[config.mk]
export PLATFORM = sky130hd
export DESIGN_NAME = wash_cycle_timer
export DESIGN_NICKNAME = d
export VERILOG_FILES = /design/src/rtl/wmc_timer_pkg.sv /design/src/rtl/wmc_prescaler.sv /design/src/rtl/wash_cycle_timer.sv
export SDC_FILE = /design/constraint.sdc
export NUM_CORES = 1
export LEC_CHECK = 0
export CORE_ASPECT_RATIO = 1.1
export CORE_MARGIN = 8
export CORE_UTILIZATION = 44
export CTS_BUF_LIST = sky130_fd_sc_hd__clkbuf_8
export DETAILED_ROUTE_END_ITERATION = 16
export MAX_ROUTING_LAYER = met4
export PLACE_DENSITY = 0.72
export SLEW_MARGIN = 10
export SYNTH_ARGS = -nofsm -noshare
export SYNTH_HDL_FRONTEND = slang
export SYNTH_SLANG_ARGS = --single-unit
[constraint.sdc]
create_clock -name clk -period 5.95 [get_ports clk]
set_input_delay 1.4875 -clock clk [delete_from_list [all_inputs] [get_ports clk]]
set_output_delay 1.4875 -clock clk [all_outputs]
set_load 0.01 [all_outputs]
[src/rtl/wmc_timer_pkg.sv]
// Purpose: shared phase codes, FSM encoding, cfg_sel codes, default durations, actuator decode.
// Latency: n/a (constants and a combinational helper function).
// Backpressure: n/a.
package wmc_timer_pkg;

    // Latched phase codes. PH_FAULT also serves as the "illegal" decode result.
    localparam logic [2:0] PH_IDLE  = 3'd0;
    localparam logic [2:0] PH_FILL  = 3'd1;
    localparam logic [2:0] PH_WASH  = 3'd2;
    localparam logic [2:0] PH_DRAIN = 3'd3;
    localparam logic [2:0] PH_SPIN  = 3'd4;
    localparam logic [2:0] PH_FAULT = 3'd7;

    // FSM state encoding
    localparam logic [1:0] ST_IDLE  = 2'd0;
    localparam logic [1:0] ST_RUN   = 2'd1;
    localparam logic [1:0] ST_DONE  = 2'd2;
    localparam logic [1:0] ST_FAULT = 2'd3;

    // Duration register select codes; 5..7 select nothing
    localparam logic [2:0] SEL_FILL  = 3'd0;
    localparam logic [2:0] SEL_WASH  = 3'd1;
    localparam logic [2:0] SEL_DRAIN = 3'd2;
    localparam logic [2:0] SEL_RINSE = 3'd3;
    localparam logic [2:0] SEL_SPIN  = 3'd4;

    // Default geometry and durations (ticks)
    localparam int DEF_CNT_W    = 16;
    localparam int DEF_PRESCALE = 1000;
    localparam int DEF_T_FILL   = 30;
    localparam int DEF_T_WASH   = 120;
    localparam int DEF_T_DRAIN  = 20;
    localparam int DEF_T_RINSE  = 60;
    localparam int DEF_T_SPIN   = 90;

    // Actuator pattern -> phase. Exact-match patterns only; anything else is illegal.
    function automatic logic [2:0] decode_phase(input logic water_fill, input logic agitator,
                                                input logic motor, input logic pump,
                                                input logic speed);
        logic [4:0] act;
        act = {water_fill, agitator, motor, pump, speed};
        case (act)
            5'b00000: decode_phase = PH_IDLE;
            5'b10000: decode_phase = PH_FILL;
            5'b01100: decode_phase = PH_WASH;
            5'b00010: decode_phase = PH_DRAIN;
            5'b00101: decode_phase = PH_SPIN;
            default:  decode_phase = PH_FAULT;
        endcase
    endfunction

endpackage

[src/rtl/wmc_prescaler.sv]
// Purpose: PRESCALE-cycle tick generator (count down PRESCALE-1..0, tick on 0) with sync clear and hold.
// Latency: first tick PRESCALE cycles after clear; tick is combinational from the count.
// Backpressure: hold freezes the count and suppresses tick.
// Ports: clk, rst_n (async active-low), clr (reload to PRESCALE-1), hold, tick (out).
module wmc_prescaler #(
    parameter int PRESCALE = 1000
) (
    input  logic clk,
    input  logic rst_n,
    input  logic clr,
    input  logic hold,
    output logic tick
);

    localparam int CW = (PRESCALE > 1) ? $clog2(PRESCALE) : 1;
    localparam logic [CW-1:0] LAST = CW'(PRESCALE - 1);

    logic [CW-1:0] cnt;

    assign tick = (cnt == '0) && !hold;

    always_ff @(posedge clk or negedge rst_n) begin
        if (!rst_n) begin
            cnt <= LAST;
        end else if (clr) begin
            cnt <= LAST;
        end else if (!hold) begin
            cnt <= (cnt == '0) ? LAST : cnt - CW'(1);
        end
    end

endmodule

[src/rtl/wash_cycle_timer.sv]
// Purpose: decode actuators to a wash phase, time it against programmable durations, pulse completion.
// Latency: load on first edge decode differs from latched phase; done pulse at load edge + D*PRESCALE + 1.
// Backpressure: none; with WMC_PAUSE_EN, pause freezes prescaler and remaining while in RUN.
// Ports: clk, rst_n, actuator inputs, cfg_we/cfg_sel/cfg_data, [pause], t* pulses, busy, phase, remaining, fault.
module wash_cycle_timer
    import wmc_timer_pkg::*;
#(
    parameter int CNT_W    = DEF_CNT_W,
    parameter int PRESCALE = DEF_PRESCALE,
    parameter int T_FILL   = DEF_T_FILL,
    parameter int T_WASH   = DEF_T_WASH,
    parameter int T_DRAIN  = DEF_T_DRAIN,
    parameter int T_RINSE  = DEF_T_RINSE,
    parameter int T_SPIN   = DEF_T_SPIN
) (
    input  logic             clk,
    input  logic             rst_n,
    input  logic             water_fill,
    input  logic             agitator,
    input  logic             motor,
    input  logic             pump,
    input  logic             speed,
    input  logic             cfg_we,
    input  logic [2:0]       cfg_sel,
    input  logic [CNT_W-1:0] cfg_data,
`ifdef WMC_PAUSE_EN
    input  logic             pause,
`endif
    output logic             tfill,
    output logic             twash,
    output logic             tdrain,
    output logic             trinse,
    output logic             tspin,
    output logic             busy,
    output logic [2:0]       phase,
    output logic [CNT_W-1:0] remaining,
    output logic             fault
);

    logic [1:0]       state;
    logic [1:0]       wash_cnt;   // saturates at 2: 0 none, 1 first wash seen, 2 rinse(s) seen
    logic             rinse_q;    // current WASH load used the rinse duration
    logic [CNT_W-1:0] dur_fill, dur_wash, dur_drain, dur_rinse, dur_spin;
    logic [CNT_W-1:0] load_dur;
    logic [2:0]       dec;
    logic             changed, load_en, wash_rinse, hold, tick;

`ifdef WMC_PAUSE_EN
    assign hold = pause;
`else
    assign hold = 1'b0;
`endif

    assign dec        = decode_phase(water_fill, agitator, motor, pump, speed);
    // FAULT only exits on IDLE decode, so it never takes the generic change path.
    assign changed    = (state != ST_FAULT) && (dec != phase);
    assign load_en    = changed && (dec != PH_IDLE) && (dec != PH_FAULT);
    // The counter is being cleared while in IDLE, so a wash entered from IDLE is always the first.
    assign wash_rinse = (state != ST_IDLE) && (wash_cnt != 2'd0);
    assign busy       = (state == ST_RUN);
    assign fault      = (state == ST_FAULT);

    always_comb begin
        load_dur = '0;
        case (dec)
            PH_FILL:  load_dur = dur_fill;
            PH_WASH:  load_dur = wash_rinse ? dur_rinse : dur_wash;
            PH_DRAIN: load_dur = dur_drain;
            PH_SPIN:  load_dur = dur_spin;
            default:  load_dur = '0;
        endcase
    end

    wmc_prescaler #(.PRESCALE(PRESCALE)) u_prescaler (
        .clk   (clk),
        .rst_n (rst_n),
        .clr   (load_en),
        .hold  (hold),
        .tick  (tick)
    );

    // Duration registers
    always_ff @(posedge clk or negedge rst_n) begin
        if (!rst_n) begin
            dur_fill  <= CNT_W'(T_FILL);
            dur_wash  <= CNT_W'(T_WASH);
            dur_drain <= CNT_W'(T_DRAIN);
            dur_rinse <= CNT_W'(T_RINSE);
            dur_spin  <= CNT_W'(T_SPIN);
        end else if (cfg_we) begin
            case (cfg_sel)
                SEL_FILL:  dur_fill  <= cfg_data;
                SEL_WASH:  dur_wash  <= cfg_data;
                SEL_DRAIN: dur_drain <= cfg_data;
                SEL_RINSE: dur_rinse <= cfg_data;
                SEL_SPIN:  dur_spin  <= cfg_data;
                default: ;
            endcase
        end
    end

    // Wash entry counter
    always_ff @(posedge clk or negedge rst_n) begin
        if (!rst_n) begin
            wash_cnt <= 2'd0;
        end else if (load_en && (dec == PH_WASH)) begin
            wash_cnt <= wash_rinse ? 2'd2 : 2'd1;
        end else if (state == ST_IDLE) begin
            wash_cnt <= 2'd0;
        end
    end

    // Phase FSM, remaining counter and done pulses
    always_ff @(posedge clk or negedge rst_n) begin
        if (!rst_n) begin
            state     <= ST_IDLE;
            phase     <= PH_IDLE;
            remaining <= '0;
            rinse_q   <= 1'b0;
            tfill     <= 1'b0;
            twash     <= 1'b0;
            tdrain    <= 1'b0;
            trinse    <= 1'b0;
            tspin     <= 1'b0;
        end else begin
            tfill  <= 1'b0;
            twash  <= 1'b0;
            tdrain <= 1'b0;
            trinse <= 1'b0;
            tspin  <= 1'b0;
            if (changed) begin
                // A decode change takes priority over any expiry on the same edge.
                if (dec == PH_IDLE) begin
                    state     <= ST_IDLE;
                    phase     <= PH_IDLE;
                    remaining <= '0;
                end else if (dec == PH_FAULT) begin
                    state     <= ST_FAULT;
                    phase     <= PH_FAULT;
                    remaining <= '0;
                end else begin
                    state     <= ST_RUN;
                    phase     <= dec;
                    remaining <= load_dur;
                    rinse_q   <= (dec == PH_WASH) && wash_rinse;
                end
            end else if (state == ST_FAULT) begin
                if (dec == PH_IDLE) begin
                    state <= ST_IDLE;
                    phase <= PH_IDLE;
                end
            end else if ((state == ST_RUN) && !hold) begin
                if (remaining == '0) begin
                    state <= ST_DONE;
                    case (phase)
                        PH_FILL:  tfill <= 1'b1;
                        PH_WASH: begin
                            twash  <= 1'b1;
                            trinse <= rinse_q;
                        end
                        PH_DRAIN: tdrain <= 1'b1;
                        PH_SPIN:  tspin  <= 1'b1;
                        default: ;
                    endcase
                end else if (tick) begin
                    remaining <= remaining - CNT_W'(1);
                end
            end
        end
    end

endmodule

==> results of run 1 <==
-- placed cells by master (no fill, tap or decap), types with 4 or more instances in the layout --
cell              n
o21ai_0          11
and2_1            7
a311oi_1          6
o22ai_1           8
clkdlybuf4s50_1  51
xor2_1           11
xnor2_1           8
inv_1            12
a22oi_1           7
o211ai_1          5
buf_4            10
o21a_1            6
a32oi_1           6
a21oi_1           9
a222oi_1          9
nor3_1           20
nand3_1          17
nand3b_1          4
dfstp_2          26
clkbuf_8         19
clkinv_2          6
nor4_1            7
dfrtp_1          93
nand2_1          30
mux2_2           80
mux2i_1          17
and3_1            5
nor2_1           20
-- power by group through the flow --
stage	logic (mW)	clock network (mW)	registers [mW]
after floorplan	0.434	0	1.12
after global placement	0.576	0	1.15
after detailed placement	0.597	0	1.17
after CTS	0.600	0.706	1.15
after global routing	0.655	0.742	1.18
final	0.595	0.690	1.15
-- cell families (layout without fill, tap and decap cells) --
group / Yosys count / after routing / synth area share [%]
compound gates: 87 / 87 / 11.17
xor+xnor: 19 / 19 / 2.812
fa+ha+maj: 3 / 3 / 0.5920
buf+inv: 43 / 102 / 3.150
flops: 119 / 119 / 50.88
mux: 97 / 97 / 18.10
simple gates: 137 / 137 / 13.30
-- through the flow --
| stage | hold slack [ps] | total power [mW] | utilization, % | worst slack, ps | cells |
|---|---|---|---|---|---|
| after global placement | 456.9 | 1.728 | 50.32 | 1609 | 693 |
| after global routing | 502.4 | 2.577 | 53.20 | 1717 | 725 |
| after detailed placement | 468.0 | 1.763 | 50.32 | 1469 | 693 |
| after floorplan | 442.9 | 1.554 | - | 2697 | 505 |
| after CTS | 483.8 | 2.458 | 53.20 | 1912 | 725 |
| final | 477.1 | 2.436 | 53.20 | 1928 | 725 |
-- worst max-delay path by stage --
stage,endpoint,cells past startpoint
2_1_floorplan,rinse_q,8
3_3_place_gp,tdrain,7
3_5_place_dp,tspin,7
4_1_cts,tspin,7
5_1_grt,tspin,7
6_report,tspin,7
-- area by class of cell --
| class | count | share of cell area (%) |
|---|---|---|
| clock buffers | 19 | 3.736 |
| inverters | 9 | 0.5005 |
| multi-input cells | 343 | 39.85 |
| well taps | 161 | 2.878 |
| repair buffers | 61 | 8.366 |
| flip-flops and latches | 119 | 43.01 |
| clock inverters | 13 | 1.663 |
-- flip-flops by register name, summed over array words and instances (netlist names), 2 cells and up --
name and cells:
u_prescaler.cnt 10, dur_spin 16, dur_drain 16, phase 3, wash_cnt 2, remaining 16, dur_fill 16, dur_wash 16
state 2, dur_rinse 16
-- per-layer routing --
metal	track usage (%)	wire [um]
met2	27.88	6716
met1	20.17	5976
met4	6.421	269
met5	-	0
met3	4.181	673
==> results.cfg, run 1 <==
[status]
status = complete, no violations

[synth]
synth_area_leaders = dfrtp_1, mux2_2, dfstp_2
syn_area_sq_mm = 0.005917
synth_fp_nets = 534
yosysSeqAreaShare_pct = 50.88
yosys-top-cells-count = dfrtp_1, mux2_2, nand2_1, dfstp_2, nor3_1
yosys_warnings = 0
synthCells = 505
synthArstFlopShare_pct = 100.0
synth_most_common_cell = dfrtp_1
ys_ff_latch = 119
ys.flop_type = dfrtp_1
yosys.area.top_type_share_pct = 39.33
synth.avg_cell_area_sq_um = 11.72
synth.distinct_cells = 63
synth_top_cell_by_area = dfrtp_1
synth_edf_count = 0

[cts]
cts_made_buffers = 17
cts_sinks = 119
path_clk_slew_ps = 60
cts_tree = built
root_buffer = clkbuf_8
cts_resized = 0
clockBufferDepth = 2
clkLatencyLatePin_ps = 440
cts_setup_buffers = 0
cts_max_level = 4
cts_hold_buf = 0

[power]
comb_power_share_pct = 24.4
pwr-share-clk_pct = 28.3
p_leak_nw = 2.795
swShare_pct = 29.91
power.switching_mw = 0.7284
peakVddDrop_mv = 0.1214
p_int_mw = 1.707
power_per_cell_area_mw_per_mm2 = 348.0
pwr-share-seq_pct = 47.2

[timing]
max_freq_ghz = 0.2486
final-hold-violation-count = 0
rsz0062_at_grt = no
clock_skew_ps = 9.001
slew_headroom_pct = 27.02
fin_setup_tns_ps = 0
drv_slew = 0
fin_crit_ps = 4022
period_share_pct = 67.60
worst_slew_pin_slew_ps = 1095
setup-violations-final = 0

[critical_path]
reg2regPathDepth = 6
path_cells = clkdlybuf4s50_1 -> and3b_1 -> a21oi_4 -> xor2_1 -> o31ai_2 -> nand3_4 -> nor4b_2
max_stage_delay_ps = 870
crit_family = compound AO/OA/AOI/OAI gates
critPathLaunchType = primary input
cp_num_buf_inv = 1
critPathMaxFanout = 14
critPathCaptureType = register
worstPathRequired_ps = 6290
r2r-start = phase[0]
crit_start = motor
crit_type = in -> reg
r2r-end = tspin
worst_ep_arrival_time_ps = 4360
crit_slowest_cell = o31ai_2
ff2ff_setup_slack_ps = 3510

[cells_and_area]
area_growth_pct = 18.29
multi_input_area_sq_mm = 0.002789
regArea_sq_mm = 0.003010
fin_area_sq_mm = 0.006999
fillers = 1137
drive_gt1_share_pct = 29.08
antenna_cells = 0
final_nets = 580

[die]
io_pins = 53
dieArea_sq_mm = 0.01742
rows = 44
die_w_um = 126.6
die_h_um = 137.6
design.core.area_sq_mm = 0.01316
start_util_pct = 44.97

[routing]
wl_um = 13640
post_drt_wl_per_cell_um = 18.81
vias = 4308
drtPass1Iterations = 5
antenna_left = 0
drtIter0Drc = 349
vias_per_cell = 5.942
drc_errors = 0

[hold_path]
hold_start = u_prescaler.cnt[0]
holdPathEnd = u_prescaler.cnt[0]
min_path_cells = 1
worstHoldPathType = reg -> reg

[global_routing]
grt_pass1_vias = 4409
grt_pass1_wl_um = 22790
gr-total-overflow = 0
antenna_found_initial = 0
grt_usage_pct = 17.08
grt_max_degree = 89

[flow_run]
cap_violations = 0

[placement]
finalWeightedCongestion = 0.8517
postPlaceCellArea_sq_mm = 0.006621
io_buffer_count = 52
dp_hpwl_um = 9257
Note: power is estimated with default switching activity, not from simulation.
==> run 2, diff against run 1 <==
clock period = 4.1 ns   (was 5.95 ns; I/O delays follow)
==> run 2 against run 1 <==
- critical path depth up 1
- sequential power increased by 45%
- worst hold slack barely moved
- first-iteration DRC count is 14% higher
- die area stayed put
- register-to-register slack got worse by 1700 ps
- largest power group unchanged
==> results.cfg, run 2 (synthesis results as in run 1) <==
[status]
status = complete, no violations

[critical_path]
crit_type = in -> reg
critPathMaxFanout = 26
path_cells = clkdlybuf4s50_1 -> and3b_1 -> o21ai_0 -> xnor2_1 -> a31oi_2 -> buf_4 -> a311oi_1 -> nor3_1
critPathLaunchType = primary input
reg2regPathDepth = 6
path_depth = 8
worst_ep_arrival_time_ps = 3530
max_stage_delay_ps = 620
critPathCaptureType = register
cp_num_buf_inv = 2
crit_family = buffers and inverters
worstPathRequired_ps = 4460
crit_slowest_cell = clkdlybuf4s50_1

[cells_and_area]
antenna_cells = 0
final_cell_mix = dfrtp_1, mux2_2, clkdlybuf4s50_1
area_growth_pct = 19.16
mostFrequentLayoutCell = dfrtp_1
final_nets = 587
drive_gt1_share_pct = 30.47
fin_area_sq_mm = 0.007051
layout.cells.non_filler = 732

[placement]
finalWeightedCongestion = 0.8209
postPlaceCellArea_sq_mm = 0.006668
place_inst = 700
dp_hpwl_um = 9327
io_buffer_count = 52

[die]
io_pins = 53
rows = 44
die_h_um = 137.6
dieArea_sq_mm = 0.01742
start_util_pct = 44.97
design.core.area_sq_mm = 0.01316
die_w_um = 126.6

[routing]
wl_met1_um = 6032
drtPass1Iterations = 6
vias_per_cell = 5.896
post_drt_wl_per_cell_um = 18.88
top_layer_used = met4
wl_met2_um = 6887
wl_um = 13820
vias = 4316
drc_errors = 0
antenna_left = 0
wl_met3_um = 577
drtIter0Drc = 397

[timing]
fin_crit_ps = 3176
max_freq_ghz = 0.3149
setup-violations-final = 0
rsz0062_at_grt = no
final-hold-violation-count = 0
worst_slew_pin_slew_ps = 806.5
period_share_pct = 77.45
clock_skew_ps = 12.18
fin_setup_tns_ps = 0
drv_slew = 0
slew_headroom_pct = 46.23

[cts]
cts_max_level = 4
cts_made_buffers = 17
cts_hold_buf = 0
clkLatencyLatePin_ps = 450
cts_setup_buffers = 0
cts_tree = built
root_buffer = clkbuf_8
cts_sinks = 119
path_clk_slew_ps = 70
clockBufferDepth = 2
cts_resized = 0

[power]
swShare_pct = 30.74
power.switching_mw = 1.087
peakVddDrop_mv = 0.2994
power_per_cell_area_mw_per_mm2 = 501.3
pwr-share-clk_pct = 28.0
p_leak_nw = 2.800
p_total_mw = 3.534
p_int_mw = 2.448
pwr-share-seq_pct = 47.4
comb_power_share_pct = 24.6

[global_routing]
antenna_found_initial = 0
gr-total-overflow = 0
grt_max_degree = 91
grt_usage_pct = 17.14
grt_pass1_wl_um = 22730
grt_pass1_vias = 4455

[flow_run]
cap_violations = 0

[hold_path]
worstHoldPathType = reg -> reg
min_path_cells = 1
[run 2: cell count changes in the layout (fill, tap and decap cells not counted), moves of 2 or more]
cell	delta
buf_4	+6
clkinvlp_4	+4
inv_1	-3
clkinv_2	-2
[run 2: worst paths after layout]
kind / startpoint / end / slack (ps)
max: motor / remaining[11] / 920
min: u_prescaler.cnt[0] / u_prescaler.cnt[0] / 480
max reg2reg: remaining[6] / tdrain / 1760
min reg2reg: u_prescaler.cnt[0] / u_prescaler.cnt[0] / 480
max in group asynchronous: rst_n / state[1] / 2610
min in group asynchronous: rst_n / u_prescaler.cnt[3] / 640
[run 2: layout make-up]
type / instances / area [sq um]
fill: 1111 / 6107
multi-input combinational: 343 / 2783
timing repair buffer: 68 / 641.9
clock buffer: 20 / 275.3
sequential: 119 / 3010
inverter: 9 / 35.03
tap: 161 / 201.4
clock inverter: 12 / 103.9
[run 2: power groups by stage]
stage	Clock (mW)	Combinational [mW]	Sequential (mW)
4_1_cts	1.01	0.875	1.67
3_5_place_dp	0	0.873	1.69
2_1_floorplan	0	0.629	1.63
5_1_grt	1.07	0.960	1.71
6_report	0.990	0.870	1.67
3_3_place_gp	0	0.838	1.67
[run 2: routing by layer]
layer / global-route usage, % / up-vias
met5: - / -
met4: 7.826 / 0
met1: 19.94 / 2182
met2: 28.35 / 116
met3: 3.407 / 30
li1: - / 1988
[run 2: through the flow]
stage               worst slack [ps]  hold WS [ps]  utilization [%]
global route                   747.1         507.8            53.59
finish                         924.5         477.6            53.59
CTS                            983.1         480.7            53.56
global placement               628.3         460.1            50.68
detailed placement             497.4         468.5            50.68
floorplan                       1310         442.9                -
